## src/rtl/noc_node_port_pkg.sv

```systemverilog
// rtl/noc_node_port_pkg.sv - packet type, FSM state encodings and byte helper for the node port
package noc_node_port_pkg;

    localparam int BYTES_PER_PKT = 4;

    typedef struct packed {
        logic [3:0]  src;
        logic [3:0]  dest;
        logic [23:0] data;
    } pkt_t;

    typedef enum logic [2:0] {
        TX_IDLE,
        TX_B0,
        TX_B1,
        TX_B2,
        TX_B3
    } tx_state_t;

    typedef enum logic [2:0] {
        RX_IDLE,
        RX_R1,
        RX_R2,
        RX_R3,
        RX_HOLD
    } rx_state_t;

    // Byte idx of a packet on the wire; idx 0 is the MSB byte {src, dest}.
    function automatic logic [7:0] pkt_byte(input pkt_t p, input int idx);
        logic [31:0] w;
        w = p;
        return 8'(w >> (8 * (BYTES_PER_PKT - 1 - idx)));
    endfunction

endpackage

```

## src/rtl/noc_node_port_if.sv

```systemverilog
// rtl/noc_node_port_if.sv - byte link between a node port and one router port
interface noc_node_port_if;
    logic       router_free;
    logic       to_router_put;
    logic [7:0] to_router_payload;
    logic       from_router_put;
    logic [7:0] from_router_payload;
    logic       node_free;
    logic [3:0] node_id;

    modport master (
        input  router_free, from_router_put, from_router_payload,
        output to_router_put, to_router_payload, node_free, node_id
    );

    modport slave (
        output router_free, from_router_put, from_router_payload,
        input  to_router_put, to_router_payload, node_free, node_id
    );
endinterface

```

## src/rtl/node_tx_fifo.sv

```systemverilog
// rtl/node_tx_fifo.sv - synchronous packet FIFO with occupancy count, head visible on pop_data
module node_tx_fifo #(
    parameter int  DEPTH = 4,
    parameter type T     = logic [31:0]
) (
    input  logic                   clock,
    input  logic                   reset_n,
    input  logic                   push,
    input  T                       push_data,
    input  logic                   pop,
    output T                       pop_data,
    output logic [$clog2(DEPTH):0] count,
    output logic                   full,
    output logic                   empty
);
    localparam int AW = $clog2(DEPTH);

    T             mem [DEPTH];
    logic [AW-1:0] wptr;
    logic [AW-1:0] rptr;
    logic          do_push;
    logic          do_pop;

    assign full     = (count == (AW + 1)'(DEPTH));
    assign empty    = (count == '0);
    assign do_push  = push && !full;
    assign do_pop   = pop && !empty;
    assign pop_data = mem[rptr];

    always_ff @(posedge clock) begin
        if (do_push) begin
            mem[wptr] <= push_data;
        end
    end

    // DEPTH is a power of two, so pointers wrap by plain overflow.
    always_ff @(posedge clock or negedge reset_n) begin
        if (!reset_n) begin
            wptr  <= '0;
            rptr  <= '0;
            count <= '0;
        end else begin
            if (do_push) wptr <= wptr + 1'b1;
            if (do_pop)  rptr <= rptr + 1'b1;
            case ({do_push, do_pop})
                2'b10:   count <= count + 1'b1;
                2'b01:   count <= count - 1'b1;
                default: count <= count;
            endcase
        end
    end
endmodule

```

## src/rtl/noc_node_port.sv

```systemverilog
// rtl/noc_node_port.sv - node endpoint: TX packet queue + byte serialiser, RX byte deserialiser
module noc_node_port
    import noc_node_port_pkg::*;
#(
    parameter logic [3:0] NODEID   = 4'd0,
    parameter int         TX_DEPTH = 4
) (
    input  logic                      clock,
    input  logic                      reset_n,
    noc_node_port_if.master           link,
    input  pkt_t                      pkt_in,
    input  logic                      pkt_in_valid,
    output logic                      pkt_in_ready,
    output pkt_t                      pkt_out,
    output logic                      pkt_out_valid,
    input  logic                      pkt_out_ready,
    output logic [$clog2(TX_DEPTH):0] tx_count,
    output logic                      proto_err
);
    tx_state_t   tx_state, tx_next;
    rx_state_t   rx_state, rx_next;
    pkt_t        fifo_head;
    logic        fifo_full, fifo_empty;
    logic        tx_start, tx_can_start;
    logic        tx_put;
    logic [7:0]  tx_byte;
    logic [23:0] tx_shift;
    logic        rx_err;
    logic        node_free_q;
    logic [23:0] rx_shift;

    node_tx_fifo #(.DEPTH(TX_DEPTH), .T(pkt_t)) u_fifo (
        .clock     (clock),
        .reset_n   (reset_n),
        .push      (pkt_in_valid),
        .push_data (pkt_in),
        .pop       (tx_start),
        .pop_data  (fifo_head),
        .count     (tx_count),
        .full      (fifo_full),
        .empty     (fifo_empty)
    );

    assign pkt_in_ready           = !fifo_full;
    assign tx_can_start           = !fifo_empty && link.router_free;
    assign link.to_router_put     = tx_put;
    assign link.to_router_payload = tx_byte;
    assign link.node_free         = node_free_q;
    assign link.node_id           = NODEID;

    always_ff @(posedge clock or negedge reset_n) begin
        if (!reset_n) begin
            tx_state <= TX_IDLE;
            rx_state <= RX_IDLE;
        end else begin
            tx_state <= tx_next;
            rx_state <= rx_next;
        end
    end

    // router_free only matters where a burst may begin: idle or the last byte.
    always_comb begin
        tx_next  = tx_state;
        tx_start = 1'b0;
        case (tx_state)
            TX_IDLE, TX_B3: begin
                tx_start = tx_can_start;
                tx_next  = tx_can_start ? TX_B0 : TX_IDLE;
            end
            TX_B0:   tx_next = TX_B1;
            TX_B1:   tx_next = TX_B2;
            TX_B2:   tx_next = TX_B3;
            default: tx_next = TX_IDLE;
        endcase
    end

    always_ff @(posedge clock or negedge reset_n) begin
        if (!reset_n) begin
            tx_put   <= 1'b0;
            tx_byte  <= 8'h00;
            tx_shift <= 24'h0;
        end else begin
            tx_put <= (tx_next != TX_IDLE);
            if (tx_start) begin
                tx_byte  <= pkt_byte(fifo_head, 0);
                tx_shift <= fifo_head[23:0];
            end else if (tx_next != TX_IDLE) begin
                tx_byte  <= tx_shift[23:16];
                tx_shift <= {tx_shift[15:0], 8'h00};
            end else begin
                tx_byte <= 8'h00;
            end
        end
    end

    always_comb begin
        rx_next = rx_state;
        rx_err  = 1'b0;
        case (rx_state)
            RX_IDLE: if (link.from_router_put) rx_next = RX_R1;
            RX_R1: begin
                rx_err  = !link.from_router_put;
                rx_next = link.from_router_put ? RX_R2 : RX_IDLE;
            end
            RX_R2: begin
                rx_err  = !link.from_router_put;
                rx_next = link.from_router_put ? RX_R3 : RX_IDLE;
            end
            RX_R3: begin
                rx_err  = !link.from_router_put;
                rx_next = link.from_router_put ? RX_HOLD : RX_IDLE;
            end
            RX_HOLD: begin
                rx_err = link.from_router_put;
                if (pkt_out_ready) rx_next = RX_IDLE;
            end
            default: rx_next = RX_IDLE;
        endcase
    end

    // A byte arriving in HOLD is dropped; pkt_out only changes on a completed burst.
    always_ff @(posedge clock or negedge reset_n) begin
        if (!reset_n) begin
            rx_shift      <= 24'h0;
            pkt_out       <= '0;
            pkt_out_valid <= 1'b0;
            node_free_q   <= 1'b1;
            proto_err     <= 1'b0;
        end else begin
            node_free_q   <= (rx_next == RX_IDLE);
            pkt_out_valid <= (rx_next == RX_HOLD);
            if (rx_err) proto_err <= 1'b1;
            if (link.from_router_put) begin
                case (rx_state)
                    RX_IDLE:      rx_shift <= {16'h0000, link.from_router_payload};
                    RX_R1, RX_R2: rx_shift <= {rx_shift[15:0], link.from_router_payload};
                    RX_R3:        pkt_out  <= {rx_shift, link.from_router_payload};
                    default:      rx_shift <= rx_shift;
                endcase
            end
        end
    end
endmodule

```

## src/flat_wrapper.sv

```systemverilog
// flat-port wrapper written by rule: the top's interface ports become plain ports
module noc_node_port_flat import noc_node_port_pkg::*;
#(
    parameter logic [3:0] NODEID   = 4'd0,
    parameter int         TX_DEPTH = 4
)
  (clock, reset_n, pkt_in, pkt_in_valid, pkt_in_ready, pkt_out, pkt_out_valid, pkt_out_ready, tx_count, proto_err, link_router_free, link_from_router_put, link_from_router_payload, link_to_router_put, link_to_router_payload, link_node_free, link_node_id);
  noc_node_port_if link_i ();
  input  logic clock;
  input  logic reset_n;
  input  pkt_t pkt_in;
  input  logic pkt_in_valid;
  output logic pkt_in_ready;
  output pkt_t pkt_out;
  output logic pkt_out_valid;
  input  logic pkt_out_ready;
  output logic [$clog2(TX_DEPTH):0] tx_count;
  output logic proto_err;
  input wire logic [$bits(link_i.router_free)-1:0] link_router_free;
  input wire logic [$bits(link_i.from_router_put)-1:0] link_from_router_put;
  input wire logic [$bits(link_i.from_router_payload)-1:0] link_from_router_payload;
  output wire logic [$bits(link_i.to_router_put)-1:0] link_to_router_put;
  output wire logic [$bits(link_i.to_router_payload)-1:0] link_to_router_payload;
  output wire logic [$bits(link_i.node_free)-1:0] link_node_free;
  output wire logic [$bits(link_i.node_id)-1:0] link_node_id;
  assign link_i.router_free = link_router_free;
  assign link_i.from_router_put = link_from_router_put;
  assign link_i.from_router_payload = link_from_router_payload;
  assign link_to_router_put = link_i.to_router_put;
  assign link_to_router_payload = link_i.to_router_payload;
  assign link_node_free = link_i.node_free;
  assign link_node_id = link_i.node_id;
  noc_node_port #(.NODEID(NODEID), .TX_DEPTH(TX_DEPTH)) u_core (.clock(clock), .reset_n(reset_n), .link(link_i), .pkt_in(pkt_in), .pkt_in_valid(pkt_in_valid), .pkt_in_ready(pkt_in_ready), .pkt_out(pkt_out), .pkt_out_valid(pkt_out_valid), .pkt_out_ready(pkt_out_ready), .tx_count(tx_count), .proto_err(proto_err));
endmodule
```

## config.mk

```make
export PLATFORM = sky130hd
export DESIGN_NAME = noc_node_port_flat
export DESIGN_NICKNAME = d
export VERILOG_FILES = /design/src/rtl/noc_node_port_pkg.sv /design/src/rtl/noc_node_port_if.sv /design/src/rtl/node_tx_fifo.sv /design/src/rtl/noc_node_port.sv /design/src/flat_wrapper.sv
export SDC_FILE = /design/constraint.sdc
export NUM_CORES = 1
export LEC_CHECK = 0
export CORE_MARGIN = 8
export CORE_UTILIZATION = 56
export DETAILED_ROUTE_END_ITERATION = 16
export GPL_ROUTABILITY_DRIVEN = 0
export GPL_TIMING_DRIVEN = 0
export HOLD_SLACK_MARGIN = 0.05
export PLACE_DENSITY_LB_ADDON = 0.25
export SYNTH_ARGS = -nofsm -noshare
export SYNTH_HDL_FRONTEND = slang
export SYNTH_SLANG_ARGS = --single-unit
```

## constraint.sdc

```tcl
create_clock -name clock -period 2.6 [get_ports clock]
set_input_delay 0.26 -clock clock [delete_from_list [all_inputs] [get_ports clock]]
set_output_delay 0.26 -clock clock [all_outputs]
set_load 0.05 [all_outputs]
```

Yosys cells after proc, flatten, opt, wreduce, memory -nomap -nowiden
Memories as Yosys holds them, arrays and structs flattened.
Index checks and enable logic that the tools add are counted.
{"block": "totals", "n_memories": 1, "out_inout_bits": 52, "ramBits": 128, "register_bits": 105, "in_bits": 46}
{"name": "u_core.u_fifo.mem", "words": 4, "width": 32, "read_ports": 1, "rd_ports_with_merged_regs": 0, "wr": 1, "line": "node_tx_fifo.sv:18", "source": "T mem [DEPTH];"}
{"block": "classes", "reduce_logical": 19, "mux": 18, "eq_ne": 12, "addsub": 4}
{"operator": "$mux 24", "count": 2}
{"operator": "$pmux 24 s2", "count": 1}
{"operator": "$mux 8", "count": 2}
{"operator": "$pmux 3 s5", "count": 1}
{"operator": "$eq 3x2->1 const B", "count": 4}
{"operator": "$eq 3x3->1 const B", "count": 4}
{"operator": "$logic_not 3->1", "count": 4}
{"operator": "$pmux 3 s4", "count": 1}
{"operator": "$mux 3", "count": 3}
{"operator": "$eq 3x1->1 const B", "count": 2}
{"operator": "$pmux 3 s2", "count": 1}
{"operator": "$reduce_bool 2->1", "count": 3}
{"operator": "$add 2x1->2 const B", "count": 2}
{"operator": "$mux 1", "count": 4}
{"operator": "$mux 2", "count": 2}
{"operator": "$reduce_and 2->1", "count": 2}
{"operator": "$reduce_or 2->1", "count": 2}
{"operator": "$add 3x1->3 const B", "count": 1}
{"operator": "$logic_and 1x1->1", "count": 3}
{"operator": "$logic_not 1->1", "count": 3}
{"operator": "$reduce_bool 3->1", "count": 1}
{"operator": "$reduce_or 3->1", "count": 1}
{"operator": "$sub 3x1->3 const B", "count": 1}
{"operator": "$eq 2x1->1 const B", "count": 1}
{"operator": "2 further kinds", "count": 2}

Depth between registers and ports, before layout
Gate-level depths: netlist of run 1.
{"block": "logic_depth", "depth_word": 8, "ltp_mapped": 11, "depth_no_buf": 9}

By module
Synthesis of run 1 repeated with hierarchy kept, for this count alone.
{"block": "hier_totals", "hier_cells": 489, "area_unflattened_um2": 8862.2}
{"mod": "node_tx_fifo", "seq_area_each_um2": 4018.9, "cells_per_inst": 205, "area_per_inst_um2": 5091.1, "instances": 1}
{"mod": "noc_node_port", "seq_area_each_um2": 2453.6, "cells_per_inst": 284, "area_per_inst_um2": 3771.1, "instances": 1}

Worst setup path after synthesis of run 1
No wires, ideal clock.
{"block": "synth_path", "kind": "reg-to-reg", "from": "register u_core.u_fifo.count[2]", "to": "register u_core.u_fifo.count[2]", "path_buffers": 0, "setup_time_ps": 82, "path_stages_with_launch": 10, "slack_ps": -91, "t_required_ps": 2518, "arrival_time_ps": 2610, "cell_sequence": "dfrtp_1 > or3b_1 > and2_1 > inv_1 > ha_1 > inv_1 > fa_1 > xor2_1 > nor2_1 > xor2_1"}
{"block": "synth_via", "elab_cells_between_ends": 14}
{"item": "start: declaration", "line": "node_tx_fifo.sv:12", "source": "output logic [$clog2(DEPTH):0] count,"}
{"item": "start signal: assignment", "line": "node_tx_fifo.sv:46", "source": "2'b10: count <= count + 1'b1;"}
{"item": "start signal: assignment", "line": "node_tx_fifo.sv:47", "source": "2'b01: count <= count - 1'b1;"}
{"item": "start signal: assignment", "line": "node_tx_fifo.sv:48", "source": "default: count <= count;"}
{"item": "$eq 3x3->1 *", "line": "node_tx_fifo.sv:24", "source": "assign full = (count == (AW + 1)'(DEPTH));"}
{"item": "$logic_not 1->1 *"}
{"item": "named net pkt_in_ready", "line": "flat_wrapper.sv:13", "source": "output logic pkt_in_ready;"}
{"item": "$logic_and 1x1->1 *", "line": "node_tx_fifo.sv:26", "source": "assign do_push = push && !full;"}
{"item": "$eq 2x1->1 / $eq 2x2->1 (equally long branches)", "line": "node_tx_fifo.sv:45", "source": "case ({do_push, do_pop})"}
{"item": "$pmux 3 s2 / $reduce_bool 2->1 (equally long branches)"}
The timed path passes the listed nets; every way through them passes the cells marked *.
A chain may end at the register's enable or synchronous reset.

Worst setup path in the final report of run 1
{"block": "layout_path", "from": "register u_core.u_fifo.count[0]", "to": "register u_core.u_fifo.count[2]"}
{"block": "layout_via", "elab_chain_len": 7, "elab_cells_between_ends": 14}
{"item": "$logic_not 3->1", "line": "node_tx_fifo.sv:25", "source": "assign empty = (count == '0);"}
{"item": "$logic_not 1->1", "line": "node_tx_fifo.sv:27, noc_node_port.sv:45"}
{"item": "$logic_and 1x1->1", "line": "noc_node_port.sv:45", "source": "assign tx_can_start = !fifo_empty && link.router_free;"}
{"item": "$mux 1", "line": "noc_node_port.sv:65", "source": "case (tx_state)"}
{"item": "$logic_and 1x1->1", "line": "node_tx_fifo.sv:27", "source": "assign do_pop = pop && !empty;"}
{"item": "$eq 2x1->1 / $eq 2x2->1 (equally long branches)", "line": "node_tx_fifo.sv:45"}
{"item": "$pmux 3 s2 / $reduce_bool 2->1 (equally long branches)"}
Several ways; a longest one is shown, not always the timed one.

==> metrics.md, run 1 <==
| Metric | Value |
|---|---|
| Clock Skew | just under 0.007 ns |
| Post-detail-place hpwl | roughly 11 mm |
| Status | complete, no violations |
| Synth Register Bits | 233 |
| IO buf count | 93 |
| GRT overflow | 0 |
| Vias in the first global route | slightly above 5000 |
| Clock buffer depth | 3 |
| Worst hold slack | between 0.3 and 0.4 ns |
| Global router's overall resource usage | about 17% |
| Final cell count without fillers | 835 |
| Leakage | 4.301 nW |
| R2r setup slk | about 0.23 ns |
| Reg2reg path depth | 10 |
| Number of flops mapped to enable cells by yosys | between 100 and 150 |
| Number of instances in the placed design | around 790 |
| Vias | 4621 |
| Kind of end point of the critical path | flip-flop |
| Syn avg cell area | around 19 um^2 |
| Global-route wire length before repair | between 20 and 30 mm |
| Crit path cell chain | or3_1 > buf_2 > nand2_2 > inv_2 > ha_1 > inv_1 > fa_1 > xor2_1 > nor2_1 > xor2_1 |
| Max-slew violations | 0 |
| Tmin final | 2.371 ns |
| Final setup violating endpoints | 0 |
| Mapped Area | ~9000 um^2 |
| Area Growth Syn to Fin | 22.18% |
| Reg2reg start | u_core.u_fifo.count[0] |
| Synth Warn # | 0 |
| Most used DFF post-synth | edfxtp_1 |
| Core Footprint | 15770 um^2 |
| Die height | approximately 140 um |
| Hold/Removal Path Class | primary input to asynchronous set/reset pin |
| CTS tree | built |
| Clock Pin Slew Worst Setup and Hold Paths | around 0.06 ns |
| Crit-path max FO | 17 |
| Row cnt | 46 |
| Post-detailed-route count of antenna-violating nets | 0 |
| Synth cell types | 40 |
| Drt total wl | 17.01 mm |
| Initial antenna violation count | 0 |
| DRC Markers | 0 |
| CP max stage cell | dfrtp_1 |
| Worst VDD drop | just over 0.8 mV |
| Starting Density | between 50% and 60% |
| DR vias/cell | 5.534 |
| H-tree depth | 1 |
| Nets | approximately 660 |
| Slew margin rel. | approximately two fifths |
| Initial drt markers | between 200 and 300 |
| Critical path arrival | about 2.8 ns |
| Drt first pass iters | 4 |
| Die area | between 20000 and 25000 um^2 |
| Detailed-route wire length per cell | 20.37 um |
| CP max stage delay | 0.44 ns |
| Buf+Inv Stages, Crit Path | 3 |
| Post-Place Setup Slack | -0.3384 ns |
| Tcrit/Tclk final | 91.18% |
| IO Pins | 98 |
| Crit start category | flip-flop |
| Sequential-to-total area share from yosys stat | between 70 and 80% |
| Inserted Diodes | 0 |
| Clk sink count | roughly 230 |
| Worst slew pin tran | between 0.8 and 0.9 ns |
| Ys async rst share | between 40% and 50% |
| Worst-skew pair later-pin latency | between 0.4 and 0.5 ns |
| Share of the synthesized area in the top cell type | 42.83% |
| Maximum Capacitance Violations | 0 |
| Endpoints failing hold | 0 |
| Most common cell in the netlist | edfxtp_1 |
| Post-synth top area cell | edfxtp_1 |
| Reg-to-reg endpoint | u_core.u_fifo.count[2] |
| Final Util | 69.53% |
| CP required | between 3 and 4 ns |
| TritonCTS buffer count | 23 |
| Synth Instances | between 400 and 500 |
| RSZ-0062 raised after global routing | false |
| Largest net degree at the start of global routing | 55 |
| Layout cells sized above 1 | 23.59% |
| Top cells by area, synth | edfxtp_1, dfrtp_1, mux2_2, mux4_2, mux4_1 |
| Die width | 142.6 um |
| Cts repair resizes | 0 |
| Crit path top cell by count | xor2_1 |
| Crit Path Class | flip-flop to flip-flop |
| Clock Root Buffer | clkbuf_16 |
| Power Density | around 1200 nW/um^2 |
| Top post-synthesis cells by count | edfxtp_1, dfrtp_1, mux2_2, a22o_1, mux4_2 |
| Max Fclk | 421.8 MHz |
| Worst Setup Slack, final | 0.2294 ns |
| Worst path top cell family by delay | adder cells |
[repair_timing]
item | CTS | global route
pin swaps | 1 | 0
hold endpoints to repair | 52 | 0
setup buffers | 1 | 0
hold buffers | 1 | 0
setup endpoints to repair | 1 | 1
[per-stage QoR]
stage | power [mW] | cell area (um^2) | TNS [ns]
after floorplan | 8.501 | 8989 | 0
after global placement | 9.844 | 10190 | -266.30
after detailed placement | 10.01 | 10220 | -0.4828
after CTS | 13.25 | 10970 | 0
after global routing | 13.71 | 10970 | 0
final | 13.09 | 10970 | 0
[final cells by class]
type | instances | area [um^2]
buffer | 29 | 185.2
clock buffer | 28 | 594.3
clock inverter | 12 | 138.9
fill | 1063 | 4805
inverter | 9 | 33.78
multi-input combinational | 212 | 2297
sequential | 233 | 6472
tap | 216 | 270.3
timing repair buffer | 96 | 973.4
[layout by cell type (no fill, tap or decap), types with 10 or more instances in the layout]
cell             netlist  layout
clkdlybuf4s50_1        0      92
nand3_1               18      18
dfrtp_1              104     104
a22o_1                24      24
clkbuf_16              0      23
mux2i_1               10      10
o21ai_0               18      18
mux4_1                10      10
edfxtp_1             128     128
mux4_2                22      22
buf_2                 14      13
mux2_2                48      48
[flip-flops by register name, indices dropped and copies added (netlist names)]
register                       cells
u_core.tx_state                    3
u_core.proto_err                   1
u_core.u_fifo.count                3
u_core.pkt_out_valid               1
u_core.u_fifo.wptr                 2
u_core.link.to_router_put          1
u_core.u_fifo.rptr                 2
u_core.link.node_free              1
u_core.rx_shift                   24
u_core.pkt_out                    32
u_core.u_fifo.mem                128
u_core.link.to_router_payload      8
u_core.tx_shift                   24
u_core.rx_state                    3
[worst max path at each step]
stage | from | end | slack, ns | cells after the start
after floorplan | u_core.u_fifo.count[2] | u_core.u_fifo.count[2] | 0.09 | 9
after detailed placement | link_router_free | u_core.u_fifo.count[2] | -0.34 | 11
after CTS | u_core.u_fifo.count[0] | u_core.u_fifo.count[2] | 0.09 | 11
after global routing | u_core.u_fifo.count[0] | u_core.u_fifo.count[2] | 0.007 | 10
final | u_core.u_fifo.count[0] | u_core.u_fifo.count[2] | 0.23 | 10
after global placement | reset_n | u_core.link.to_router_payload[5] | -2.53 | 1
[kinds of logic after synthesis]
group	Yosys count	share of synthesized area [%]
xor+xnor	8	0.7807
flops	233	72.12
fa+ha+maj	6	0.9201
other cells	1	0.04178
simple gates	51	3.053
mux	97	16.76
buf+inv	39	2.495
compound gates	46	3.834
[power breakdown]
group	total (mW)	internal, mW	switching (mW)
Sequential	5.33	4.90	0.425
Clock	3.21	1.92	1.29
Combinational	4.55	1.92	2.62
Total	13.1	8.75	4.33
[metal layers]
layer / share of wire (%) / track usage (%)
met5: 0 / 0
met4: 1.0 / 4.866
met3: 5.8 / 3.254
met2: 53 / 29.83
met1: 41 / 21.94
Power figures use the tool's default switching activity.
==> inputs of run 2 (changes only) <==
Settings changed: CORE_MARGIN 8 to unset.
==> metrics.md, run 2 (synthesized netlist as in run 1, its figures left out) <==
| Metric | Value |
|---|---|
| Status | complete, no violations |
| Leading cell type in the layout, fill and taps excluded | edfxtp_1 |
| Clock buffer depth | 3 (unchanged) |
| Endpoints failing hold | 0 (unchanged) |
| Initial drt markers | 248 (-8.1%) |
| Nets | 656 (unchanged) |
| Dpl cell area | 10210 um^2 (about the same) |
| Post-detail-place hpwl | 10.64 mm (-6.2%) |
| Critical path arrival | 2.06 ns (-0.73 ns) |
| Final Util | 70.91% (+1.4 points) |
| Final Instance Area | 10940 um^2 (-0.24%) |
| Sw Pwr | 4.296 mW (-0.88%) |
| Register area | 6472 um^2 (unchanged) |
| CP required | 2.34 ns (-0.68 ns) |
| Area Growth Syn to Fin | 21.89% |
| Fillers | 1008 (-5.2%) |
| Crit-path max FO | 6 (-11) |
| Inserted Diodes | 0 (unchanged) |
| Die height | 128.6 um (-9.8%) |
| Final cell count without fillers | 831 (-0.48%) |
| Clock Root Buffer | clkbuf_16 |
| Die width | 128.6 um (-9.8%) |
| Layout cells sized above 1 | 23.23% (-0.36 points) |
| Global-route wire length before repair | 26.58 mm (-2.7%) |
| Leakage | 4.298 nW (about the same) |
| Global router's overall resource usage | 21.32% (+4.0 points) |
| Worst slew pin tran | 0.8885 ns (+0.0002103 ns) |
| Comb power frac | 34.9% (about the same) |
| Slew margin rel. | 40.77% (about the same) |
| Reg2reg path depth | 10 (unchanged) |
| Tmin final | 2.322 ns (-0.04814 ns) |
| Vias | 4624 (+0.065%) |
| Reg power frac | 41.1% (+0.4 points) |
| Commonest cells after routing, fill and taps aside | edfxtp_1, dfrtp_1, clkdlybuf4s50_1 |
| Max reg flops | 128 (unchanged) |
| Area taken by multi-input logic gates | 2297 um^2 (unchanged) |
| IO Pins | 98 (unchanged) |
| IO buf count | 93 (unchanged) |
| Max-slew violations | 0 (unchanged) |
| Final setup violating endpoints | 0 (unchanged) |
| Initial antenna violation count | 0 (unchanged) |
| Maximum Capacitance Violations | 0 (unchanged) |
| Detailed-route wire length per cell | 19.65 um (-3.6%) |
| Drt total wl | 16.33 mm (-4.0%) |
| Die area | 16540 um^2 (-19%) |
| DR vias/cell | 5.564 (+0.55%) |
| Row cnt | 45 (-2.2%) |
| Number of instances in the placed design | 789 (-0.63%) |
| TritonCTS buffer count | 23 (unchanged) |
| Biggest regs | u_core.u_fifo.mem: 128 flops, u_core.pkt_out: 32 flops |
| Switching Share | 33.12% (about the same) |
| CTS tree | built |
| Starting Density | 58.18% (+1.3 points) |
| Reg2reg start | u_core.u_fifo.count[0] |
| Biggest register | u_core.u_fifo.mem |
| R2r setup slk | 0.30 ns (+0.07 ns) |
| Kind of end point of the critical path | output pin |
| Clock Skew | 0.007454 ns (+0.0005817 ns) |
| Worst-skew pair later-pin latency | 0.50 ns (about the same) |
| RSZ-0062 raised after global routing | false |
| Internal | 8.674 mW (-0.88%) |
| Max Fclk | 430.6 MHz (+2.1%) |
| Power Density | 1186 nW/um^2 (-0.64%) |
| Crit start category | flip-flop |
| Clk network pwr share | 24.0% (-0.5 points) |
| Hold/Removal Path Class | primary input to asynchronous set/reset pin |
| H-tree depth | 1 (unchanged) |
| Reg-to-reg endpoint | u_core.u_fifo.count[2] |
| DRC Markers | 0 (unchanged) |
| Tcrit/Tclk final | 89.32% (-1.9 points) |
| Worst hold slack | 0.2706 ns (-0.08953 ns) |
| Drt first pass iters | 5 (+1) |
| GRT overflow | 0 (unchanged) |
| Core Footprint | 15430 um^2 (-2.2%) |
| Post-detailed-route count of antenna-violating nets | 0 (unchanged) |
| Crit Path Class | flip-flop to output pin |
| Largest net degree at the start of global routing | 75 (+36%) |
| Clock Pin Slew Worst Setup and Hold Paths | 0.06 ns (about the same) |
| Worst VDD drop | 0.6768 mV (-17%) |
| Vias in the first global route | 4866 (-4.8%) |
| Clk sink count | 233 (unchanged) |
[run 2: through the flow]
stage / setup WS, ns / total power [mW] / TNS, ns
6_report: 0.2776 / 12.97 / 0
5_1_grt: 0.08223 / 13.55 / 0
4_1_cts: 0.08677 / 13.10 / 0
3_5_place_dp: -0.3005 / 9.967 / -0.3798
3_3_place_gp: -2.445 / 9.815 / -257.97
2_1_floorplan: 0.08665 / 8.501 / 0
[run 2: final cells by class]
cell class | instances | share of cell area, %
Buffer | 29 | 1.716
Clock buffer | 36 | 6.073
Clock inverter | 5 | 0.4232
Inverter | 9 | 0.3088
Multi-Input combinational cell | 212 | 21.00
Sequential cell | 233 | 59.17
Tap cell | 211 | 2.413
Timing Repair Buffer | 96 | 8.899
[run 2: repair_timing]
| action | CTS | global route |
|---|---|---|
| pin swaps | 1 | 0 |
| cloned | 0 | 0 |
| gates resized for setup | 0 | 1 |
| setup endpoints to repair | 1 | 1 |
| endpoints found under the hold margin | 31 | 0 |
| hold buffers | 1 | 0 |
| setup buffers | 1 | 0 |
[run 2: power by group through the flow]
stage | combinational [mW] | clock (mW) | sequential (mW)
after global routing | 4.83 | 3.31 | 5.42
final | 4.52 | 3.12 | 5.33
after CTS | 4.59 | 3.17 | 5.34
after detailed placement | 4.57 | 0 | 5.40
after floorplan | 2.28 | 0 | 6.22
after global placement | 4.46 | 0 | 5.35
[run 2: routing by layer]
metal / track usage, % / vias to the layer above / share of wire, % / wire length [um]
li1: - / 2100 / - / -
met1: 29.32 / 2370 / 43 / 7088
met2: 36.03 / 130 / 51 / 8256
met3: 2.827 / 24 / 3.7 / 612
met4: 6.436 / 0 / 2.3 / 371
met5: 0 / - / 0 / 0
[run 2: how the worst max path moves through the flow]
stage                           start                     end  slack [ns]  depth (start not counted)
2_1_floorplan  u_core.u_fifo.count[2]  u_core.u_fifo.count[2]        0.09                          9
3_3_place_gp                  reset_n      u_core.tx_shift[3]       -2.45                          1
3_5_place_dp         link_router_free  u_core.u_fifo.count[2]       -0.30                         11
4_1_cts        u_core.u_fifo.count[0]  u_core.u_fifo.count[2]        0.09                         11
5_1_grt        u_core.u_fifo.count[0]  u_core.u_fifo.count[2]        0.08                         10
6_report       u_core.u_fifo.count[0]            pkt_in_ready        0.28                          2
[run 2: critical path, stage by stage (launching register included)]
cell,delay (ns)
dfrtp_1,0.42
or3b_4,0.43
clkdlybuf4s50_1,0.72
==> inputs of run 3 (changes only) <==
Settings changed: CORE_MARGIN set to 5, SKIP_LAST_GASP set to 1.
==> metrics.md, run 3 (synthesized netlist as in run 1, its figures left out) <==
| Metric | Value |
|---|---|
| Leakage | 4.324 nW (+0.61%) |
| Switching Share | 33.29% (+0.17 points) |
| Global-route wire length before repair | 26.94 mm (+1.4%) |
| Crit-path max FO | 17 (+11) |
| CTS tree | built |
| Tmin final | 2.384 ns (+0.06170 ns) |
| IO Pins | 98 (unchanged) |
| H-tree depth | 1 (unchanged) |
| Commonest cells after routing, fill and taps aside | edfxtp_1, dfrtp_1, clkdlybuf4s50_1 |
| Post-detailed-route count of antenna-violating nets | 0 (unchanged) |
| Clk network pwr share | 23.9% (about the same) |
| Max Fclk | 419.4 MHz (-2.6%) |
| Cts repair resizes | 0 (unchanged) |
| Global router's overall resource usage | 18.76% (-2.6 points) |
| Internal | 8.700 mW (+0.30%) |
| Clock Skew | 0.01397 ns (+0.006516 ns) |
| Die width | 136.6 um (+6.2%) |
| Final Util | 69.45% (-1.5 points) |
| Worst slew pin tran | 0.8976 ns (+0.009110 ns) |
| Biggest register | u_core.u_fifo.mem |
| Die height | 136.6 um (+6.2%) |
| R2r setup slk | 0.22 ns (-0.08 ns) |
| RSZ-0062 raised after global routing | false |
| Nets | 658 (+0.30%) |
| Largest net degree at the start of global routing | 78 (+4.0%) |
| Clock Root Buffer | clkbuf_16 |
| Worst setup path start | u_core.u_fifo.count[0] |
| Endpoints failing hold | 0 (unchanged) |
| Fillers | 1011 (+0.30%) |
| Reg power frac | 40.7% (-0.4 points) |
| Maximum Capacitance Violations | 0 (unchanged) |
| Inserted Diodes | 0 (unchanged) |
| IO buf count | 93 (unchanged) |
| Tcrit/Tclk final | 91.70% (+2.4 points) |
| Layout cells sized above 1 | 23.95% (+0.73 points) |
| Slew margin rel. | 40.16% (-0.61 points) |
| Biggest regs | u_core.u_fifo.mem: 128 flops, u_core.pkt_out: 32 flops |
| Reg2reg path depth | 10 (unchanged) |
| GRT overflow | 0 (unchanged) |
| Comb power frac | 35.4% (+0.5 points) |
| Clock buffer depth | 3 (unchanged) |
| Max reg flops | 128 (unchanged) |
| TritonCTS buffer count | 23 (unchanged) |
| DRC Markers | 0 (unchanged) |
| Max-slew violations | 0 (unchanged) |
| Drt first pass iters | 5 (unchanged) |
| Final setup violating endpoints | 0 (unchanged) |
| DR vias/cell | 5.551 (-0.23%) |
| Core Footprint | 15830 um^2 (+2.6%) |
| Initial drt markers | 290 (+17%) |
| Row cnt | 46 (+2.2%) |
| Reg2reg start | u_core.u_fifo.count[0] |
| Clk sink count | 233 (unchanged) |
| Sw Pwr | 4.341 mW (+1.0%) |
| Kind of end point of the critical path | flip-flop |
| Post-detail-place hpwl | 10.94 mm (+2.9%) |
| Worst VDD drop | 0.7334 mV (+8.4%) |
| Crit start category | flip-flop |
| Initial antenna violation count | 0 (unchanged) |
| Power Density | 1186 nW/um^2 (about the same) |
| Area Growth Syn to Fin | 22.49% |
| Crit Path Class | flip-flop to flip-flop |
| Critical path endpoint | u_core.u_fifo.count[2] |
| Die area | 18660 um^2 (+13%) |
| Starting Density | 56.70% (-1.5 points) |
| Vias in the first global route | 4952 (+1.8%) |
| Worst-skew pair later-pin latency | 0.50 ns (about the same) |
| Detailed-route wire length per cell | 19.97 um (+1.6%) |
| Leading cell type in the layout, fill and taps excluded | edfxtp_1 |
| Total power | 13.04 mW (+0.55%) |
| CP required | 3.02 ns (+0.68 ns) |
| Status | complete, no violations |
| Reg-to-reg endpoint | u_core.u_fifo.count[2] |
| Critical path arrival | 2.80 ns (+0.74 ns) |
| Clock Pin Slew Worst Setup and Hold Paths | 0.06 ns (about the same) |
| Hold/Removal Path Class | primary input to asynchronous set/reset pin |
| Vias | 4652 (+0.61%) |
| Drt total wl | 16.73 mm (+2.5%) |
[run 3: power groups by stage]
stage	sequential, mW	clock [mW]	combinational, mW
floorplan	6.22	0	2.28
global placement	5.34	0	4.50
detailed placement	5.37	0	4.67
CTS	5.31	3.18	4.70
global route	5.40	3.34	4.93
finish	5.31	3.12	4.61
[run 3: critical path: stages, from the launching register on]
cell and delay [ns]:
dfrtp_1 0.42, or3_1 0.14, buf_2 0.23, nand2_2 0.10
inv_2 0.24, ha_1 0.26, inv_1 0.07, fa_1 0.40
xor2_1 0.17, nor2_1 0.11, xor2_1 0.16
[run 3: cell type report]
type | instances | area (um^2) | share of cell area [%]
repair buffers | 98 | 1013 | 9.219
inverters | 9 | 33.78 | 0.3073
clock inverters | 10 | 73.82 | 0.6715
flip-flops and latches | 233 | 6472 | 58.88
multi-input cells | 212 | 2297 | 20.90
clock buffers | 31 | 646.9 | 5.884
plain buffers | 29 | 185.2 | 1.685
well taps | 216 | 270.3 | 2.458
[run 3: repair_timing]
action,in CTS,in global routing
buffers inserted,1,0
setup endpoints to repair,1,1
hold endpoints to repair,28,0
hold buffers,1,0
pin swaps,1,0
[run 3: how the worst min path moves through the flow]
stage                     slack, ns                                to
after global placement         0.45                  u_core.proto_err
after detailed placement       0.21                u_core.rx_state[2]
final                          0.24  u_core.link.to_router_payload[6]
after CTS                      0.23  u_core.link.to_router_payload[6]
after floorplan               -0.04  u_core.link.to_router_payload[0]
after global routing           0.27  u_core.link.to_router_payload[6]
[run 3: metrics by stage]
| step | hold WS (ns) | instances | instance area (um^2) | setup TNS [ns] | setup slack, ns |
|---|---|---|---|---|---|
| final | 0.2380 | 838 | 10990 | 0 | 0.2159 |
| after global routing | 0.2661 | 838 | 10990 | 0 | 0.03668 |
| after CTS | 0.2293 | 839 | 11000 | 0 | 0.05208 |
| after detailed placement | 0.2145 | 796 | 10260 | -0.4608 | -0.3720 |
| after global placement | 0.4535 | 793 | 10190 | -261.47 | -2.469 |
| after floorplan | -0.03559 | 484 | 8989 | 0 | 0.08665 |
[run 3: layer usage]
layer / vias up / track usage (%) / part of all wire [%]
met5: - / 0 / 0
met4: 0 / 5.095 / 2.3
met3: 33 / 3.272 / 5.9
met2: 133 / 33.87 / 53
met1: 2380 / 23.42 / 39
li1: 2106 / - / -
